## config.mk

```make
export PLATFORM = sky130hd
export DESIGN_NAME = clock_enable_gen
export DESIGN_NICKNAME = d
export VERILOG_FILES = /design/src/rtl/clock_enable_gen.sv
export SDC_FILE = /design/constraint.sdc
export NUM_CORES = 1
export LEC_CHECK = 0
export BUFFER_PORTS_ARGS = -buffer_cell sky130_fd_sc_hd__buf_2
export CORE_ASPECT_RATIO = 0.5
export CORE_MARGIN = 4
export CORE_UTILIZATION = 35
export DETAILED_ROUTE_END_ITERATION = 8
export GPL_TIMING_DRIVEN = 0
export PLACE_DENSITY_LB_ADDON = 0.25
export SYNTH_ARGS = -nofsm -noshare
export SYNTH_HDL_FRONTEND = slang
export SYNTH_SLANG_ARGS = --single-unit
```

## constraint.sdc

```tcl
create_clock -name clk -period 2.2 [get_ports clk]
set_input_delay 0.22 -clock clk [delete_from_list [all_inputs] [get_ports clk]]
set_output_delay 0.22 -clock clk [all_outputs]
set_load 0.02 [all_outputs]
```

## src/rtl/clock_enable_gen.sv

```systemverilog
// Multi-channel programmable clock-enable generator with RUN/HALT/STEP control.
// Each channel emits a one-cycle tick every div+1 cycles and a square wave toggling per tick.
module clock_enable_gen #(
    parameter int unsigned NUM_CH      = 2,
    parameter int unsigned CNT_W       = 25,
    parameter int unsigned DEFAULT_DIV = 20_000_000
) (
    input  logic                 clk,
    input  logic                 reset,
    input  logic [1:0]           mode,
    input  logic                 step_req,
    input  logic                 cfg_we,
    input  logic [2:0]           cfg_ch,
    input  logic [CNT_W-1:0]     cfg_div,
    output logic [NUM_CH-1:0]    tick,
    output logic [NUM_CH-1:0]    divided_clk
);

    localparam logic [1:0]       MODE_RUN  = 2'b01;
    localparam logic [1:0]       MODE_STEP = 2'b10;
    localparam logic [CNT_W-1:0] DIV_RST   = CNT_W'(DEFAULT_DIV);
    localparam logic [CNT_W-1:0] CNT_ONE   = CNT_W'(1);

    logic [NUM_CH-1:0][CNT_W-1:0] r_div;
    logic [NUM_CH-1:0][CNT_W-1:0] r_cnt;
    logic [NUM_CH-1:0]            r_tick;
    logic [NUM_CH-1:0]            r_dclk;
    logic                         r_step_q;

    logic [NUM_CH-1:0][CNT_W-1:0] w_div_nxt;
    logic [NUM_CH-1:0][CNT_W-1:0] w_cnt_nxt;
    logic [NUM_CH-1:0]            w_tick_nxt;
    logic [NUM_CH-1:0]            w_dclk_nxt;
    logic                         w_run;
    logic                         w_step;

    assign w_run  = (mode == MODE_RUN);
    assign w_step = (mode == MODE_STEP) && step_req && !r_step_q;

    // Per-channel next state; a divisor write to a channel beats RUN counting and STEP.
    always_comb begin
        w_div_nxt  = r_div;
        w_cnt_nxt  = r_cnt;
        w_tick_nxt = '0;
        w_dclk_nxt = r_dclk;
        for (int unsigned c = 0; c < NUM_CH; c++) begin
            if (cfg_we && (cfg_ch == 3'(c))) begin
                w_div_nxt[c] = cfg_div;
                w_cnt_nxt[c] = '0;
            end else if (w_run) begin
                if (r_cnt[c] == r_div[c]) begin
                    w_cnt_nxt[c]  = '0;
                    w_tick_nxt[c] = 1'b1;
                    w_dclk_nxt[c] = ~r_dclk[c];
                end else begin
                    w_cnt_nxt[c] = r_cnt[c] + CNT_ONE;
                end
            end else if (w_step) begin
                w_cnt_nxt[c]  = '0;
                w_tick_nxt[c] = 1'b1;
                w_dclk_nxt[c] = ~r_dclk[c];
            end
        end
    end

    always_ff @(posedge clk) begin
        if (reset) begin
            for (int unsigned c = 0; c < NUM_CH; c++) begin
                r_div[c] <= DIV_RST;
                r_cnt[c] <= '0;
            end
            r_tick   <= '0;
            r_dclk   <= '0;
            r_step_q <= 1'b0;
        end else begin
            r_div    <= w_div_nxt;
            r_cnt    <= w_cnt_nxt;
            r_tick   <= w_tick_nxt;
            r_dclk   <= w_dclk_nxt;
            r_step_q <= step_req;
        end
    end

    assign tick        = r_tick;
    assign divided_clk = r_dclk;

endmodule

```

After elaboration in Yosys (flattened, before gate mapping)
Cells that the tools add are included.
Widths: inputs -> output; s select.
{"block": "word_totals", "output_inout_bits": 4, "n_memories": 0, "wordCells": 49, "latchBits": 0, "ramBits": 0, "inputBits": 34, "regBits": 105, "romBits": 0}
{"block": "classes", "n_eq_ne": 7, "div": 0, "reduce_logical": 11, "n_addsub": 2, "order_cmp": 0, "multipliers": 0, "mux": 16, "n_shift": 0, "n_bitwise": 4}
{"op": "$mux 25", "n": 5}
{"op": "$add 25x1->25 const B", "n": 2}
{"op": "$eq 25x25->1", "n": 2}
{"op": "$mux 1", "n": 11}
{"op": "$reduce_and 3->1", "n": 2}
{"op": "$logic_and 1x1->1", "n": 4}
{"op": "$ne 2x1->1 const B", "n": 2}
{"op": "$not 1->1", "n": 4}
{"op": "$reduce_or 2->1", "n": 2}
{"op": "$eq 3x1->1 const B", "n": 1}
{"op": "$logic_not 3->1", "n": 1}
{"op": "$eq 2x1->1 const B", "n": 1}
{"op": "$eq 2x2->1 const B", "n": 1}
{"op": "$reduce_bool 2->1", "n": 1}
{"op": "$logic_not 1->1", "n": 1}

Depth between registers and ports, before layout
{"block": "logic_depth", "ltp_word": 5, "mapped_depth": 8}

Worst setup path after synthesis
No wires, ideal clock.
{"block": "synth_timing", "path_type": "register -> register", "from": "register r_cnt[25] in the netlist's numbering", "to": "register r_cnt[45] in the netlist's numbering", "t_required_ns": 2.065, "setup_time_ns": 0.135, "path_slack_ns": 0.225, "stages_incl_launch_ff": 8, "period_less_slack_ns": 1.975, "arrival_ns": 1.840, "path_cell_list": "dfxtp_1 -> ha_1 -> and4_1 -> or3b_4 -> nor2_4 -> nand2_1 -> o311ai_0 -> o41ai_1"}
{"block": "synth_between", "elab_chain_len": 3, "word_cells_on_any_way": 4, "classes_between": "add/sub (1); eq/ne (1); mux (2)"}
{"element": "start, declared", "line": "25", "text": "logic [NUM_CH-1:0][CNT_W-1:0] r_cnt;"}
{"element": "start signal, assigned", "line": "77", "text": "r_cnt <= w_cnt_nxt;"}
{"element": "$add 25x1->25 or $eq 25x25->1 (tied branches)", "line": "56, 51"}
{"element": "$mux 25 (*)", "line": "51", "text": "if (r_cnt[c] == r_div[c]) begin"}
{"element": "$mux 25 (*)", "line": "50", "text": "end else if (w_run) begin"}
Every way passes the cells marked *; elsewhere a longest branch is shown, timed or not.
A chain may end at the register's enable or synchronous reset.

Final worst setup path
Ends and elaborated chain as after synthesis.

==> results by group <==
Route
  • Initial DRT Pass Iterations: 4
  • Met3 WL: 288 µm
  • Routed WL per cell: 15.0 µm
  • Detailed router's first-iteration violation count: 324
  • Routed wire length: 12,900 µm
  • WL met2: 6090 µm
  • M1 WL: 6440 µm
  • DRC Markers: 0
  • Routed vias: 4,348
  • Routed vias/inst: 5.06
  • ANT nets after route: 0
  • Highest routed layer: met4

Layout
  • Multi-input gate area: 2810 µm²
  • Antenna diodes: 0
  • Final core utilization: 41.8%
  • Post-Layout Cell Count: 859
  • Synth-to-layout area growth: 14.8%
  • # nets final: 699
  • Layout cells sized above 1: 13.0%
  • # fillers: 1,459
  • Total area of sequential cells: 2110 µm²

Critical path
  • Sum of buffers and inverters on the critical path: 0
  • Reg2reg setup slack: 130 ps
  • Setup crit start: r_cnt[25]$_SDFFE_PP0P_
  • Slowest stage delay, CP: 440 ps
  • Worst Path Arrival: 2290 ps
  • Critical Path, Cell by Cell: ha_2 > and4_1 > or3b_4 > nor2_4 > nand2_1 > o311ai_1 > o41ai_1
  • CP max FO: 5
  • Critical path required time: 2420 ps
  • CP Depth: 7
  • Critical R2R Launch: r_cnt[25]$_SDFFE_PP0P_
  • Largest delay share family, worst path: simple AND/OR/NAND/NOR gates
  • R2r worst-path depth: 7
  • Setup crit start kind: flop
  • CP Class: flop to flop
  • R2R Path End: r_cnt[45]$_SDFFE_PP0P_
  • Critical Path Sink: r_cnt[45]$_SDFFE_PP0P_
  • Slowest cell on crit path: or3b_4
  • CP endpoint kind: flop

STA
  • Slew HR: 42.2%
  • Hold WS: 115 ps
  • Final setup violation count: 0
  • Max Slew Vio Count: 0
  • Fmax: 483 MHz
  • Tcrit/Tclk final: 94.2%
  • Slew @ Worst Pin: 864 ps
  • Final hold vios: 0
  • Post-layout minimum cycle time: 2070 ps
  • RSZ-0062 raised after global routing: no
  • Final WS setup: 128 ps
  • Post-Route Skew: 8.78 ps

Power
  • Total Power: 3.70 mW
  • Static leakage: 1.94 nW
  • Power Density: 641 nW/µm²
  • Max VDD drop: 0.312 mV

Placement
  • Post-Place Cells: 844
  • Dpl hpwl: 9840 µm
  • # port buffers: 37
  • GPL Wtd Cong: 0.830
  • Placement Setup Slack: -133 ps

Synthesis
  • Most numerous cell in the Yosys netlist: nand2_1
  • Ys Warns: 0
  • Mapped Avg Cell Area: 8.17 µm²
  • Cell count after synthesis: 615
  • Register area share after synthesis: 41.8%
  • Area leader, netlist: dfxtp_1
  • Most used DFF post-synth: dfxtp_1
  • Cell Area, Synth: 5020 µm²
  • Xor/xnor share of the synthesized area: 10.3%
  • Synth cell types: 53
  • Post-synthesis mux area share: 1.42%
  • Synth Area in Simple Gates: 29.0%
  • Yosys top cell area share: 41.8%
  • Combinational family with the most area after synthesis: simple AND/OR/NAND/NOR gates
  • Adder-Cell Fraction of Synth Area: 0.498%
  • Net count after synthesis: 651
  • Number of flops mapped to enable cells by yosys: 0
  • Flops & latches, synth: 105
  • Compound-Gate Fraction of Synth Area: 13.9%
  • Largest cells by area after synthesis: dfxtp_1, nand2_1, xnor2_1
  • Async S/R FF share, synth: 0%
  • Synth cell count leaders: nand2_1, dfxtp_1, xnor2_1

CTS
  • Level count of the clock H-tree: 3
  • CTS sink cnt: 105
  • Clock Pin Slew Worst Setup and Hold Paths: 70 ps
  • CTS tree: built
  • Root Driver: clkbuf_16
  • CTS Buf Count: 9
  • Max Buffers Root-to-Sink: 2
  • Clk_lat worst skew: 340 ps

Min path
  • Hold Crit Depth: 3
  • Worst hold path class: input port to flop

Run status
  • Run status: completed

Floorplanning
  • Initial Utilization: 36.4%
  • Die height: 92.7 µm
  • Core Footprint: 13,800 µm²
  • Row count: 30
  • Chip Width: 177 µm
  • Die area: 16,500 µm²
  • Io pins: 38

Global routing
  • Global-route wire length before repair: 20,900 µm
  • Remaining Overflow, GRT: 0
  • Largest net degree at the start of global routing: 15
  • GRT Total Usage: 15.8%
  • Vias in the first global route: 4,027
  • Initial antenna violation count: 0

Job
  • Max_cap viols: 0
[power by group]
group	switching, mW	internal [mW]	total (mW)
Clock	0.672	0.797	1.47
Sequential	0.0266	1.93	1.96
Combinational	0.167	0.101	0.268
[cell type report]
class | count | share of cell area, %
multi-input cells | 473 | 48.8
flip-flops and latches | 105 | 36.6
clock buffers | 15 | 4.47
well taps | 192 | 4.16
repair buffers | 38 | 3.34
plain buffers | 31 | 2.36
inverters | 5 | 0.325
[cell usage in the layout, fill, tap and decap left out, types with 9 or more instances in the layout]
cell / count
a21oi_1: 51
buf_2: 43
clkbuf_1: 23
clkbuf_16: 9
dfxtp_1: 100
nand2_1: 154
nand3_1: 43
nand3b_1: 17
nand4_1: 19
nor2_1: 18
o21ai_0: 15
o311ai_0: 14
xnor2_1: 54
[routing by layer]
layer | GRT usage (%) | vias up
li1 | - | 2252
met1 | 21.3 | 2040
met2 | 26.1 | 52
met3 | 3.10 | 4
met4 | 3.79 | 0
met5 | 0 | -
[how the worst min path moves through the flow]
stage | startpoint | to
after detailed placement | cfg_div[16] | r_div[16]$_SDFFE_PP1P_
after global routing | cfg_div[16] | r_div[16]$_SDFFE_PP1P_
after global placement | cfg_div[16] | r_div[16]$_SDFFE_PP1P_
after CTS | cfg_div[16] | r_div[16]$_SDFFE_PP1P_
final | cfg_div[16] | r_div[16]$_SDFFE_PP1P_
after floorplan | cfg_div[10] | r_div[10]$_SDFFE_PP1P_
[cell families after synthesis]
group,after synthesis
compound gates,111
xor+xnor,59
fa+ha+maj,2
buf+inv,37
flops,105
mux,7
simple gates,294
[worst register-to-register path: stages (launching register included)]
cell and delay [ps]:
dfxtp_2 380, ha_2 220, and4_1 270, or3b_4 440, nor2_4 170, nand2_1 120, o311ai_1 240, o41ai_1 110
[state kept, by name, summed over array words and instances (netlist names)]
signal and flops:
divided_clk 2, r_div 50, r_step_q 1, r_cnt 50, tick 2
[what timing repair did]
item | in CTS | in global routing
setup endpoints to repair | 29 | 40
setup buffers | 0 | 1
hold buffers | 0 | 0
pin swaps | 0 | 3
gates resized for setup | 8 | 13
[metrics by stage]
| stage | setup TNS [ps] | area, µm² |
|---|---|---|
| after floorplan | 0 | 5020 |
| after global placement | -1570 | 5450 |
| after detailed placement | -1860 | 5450 |
| after CTS | 0 | 5720 |
| after global routing | 0 | 5770 |
| final | 0 | 5770 |
Note: power is estimated with default switching activity, not from simulation.
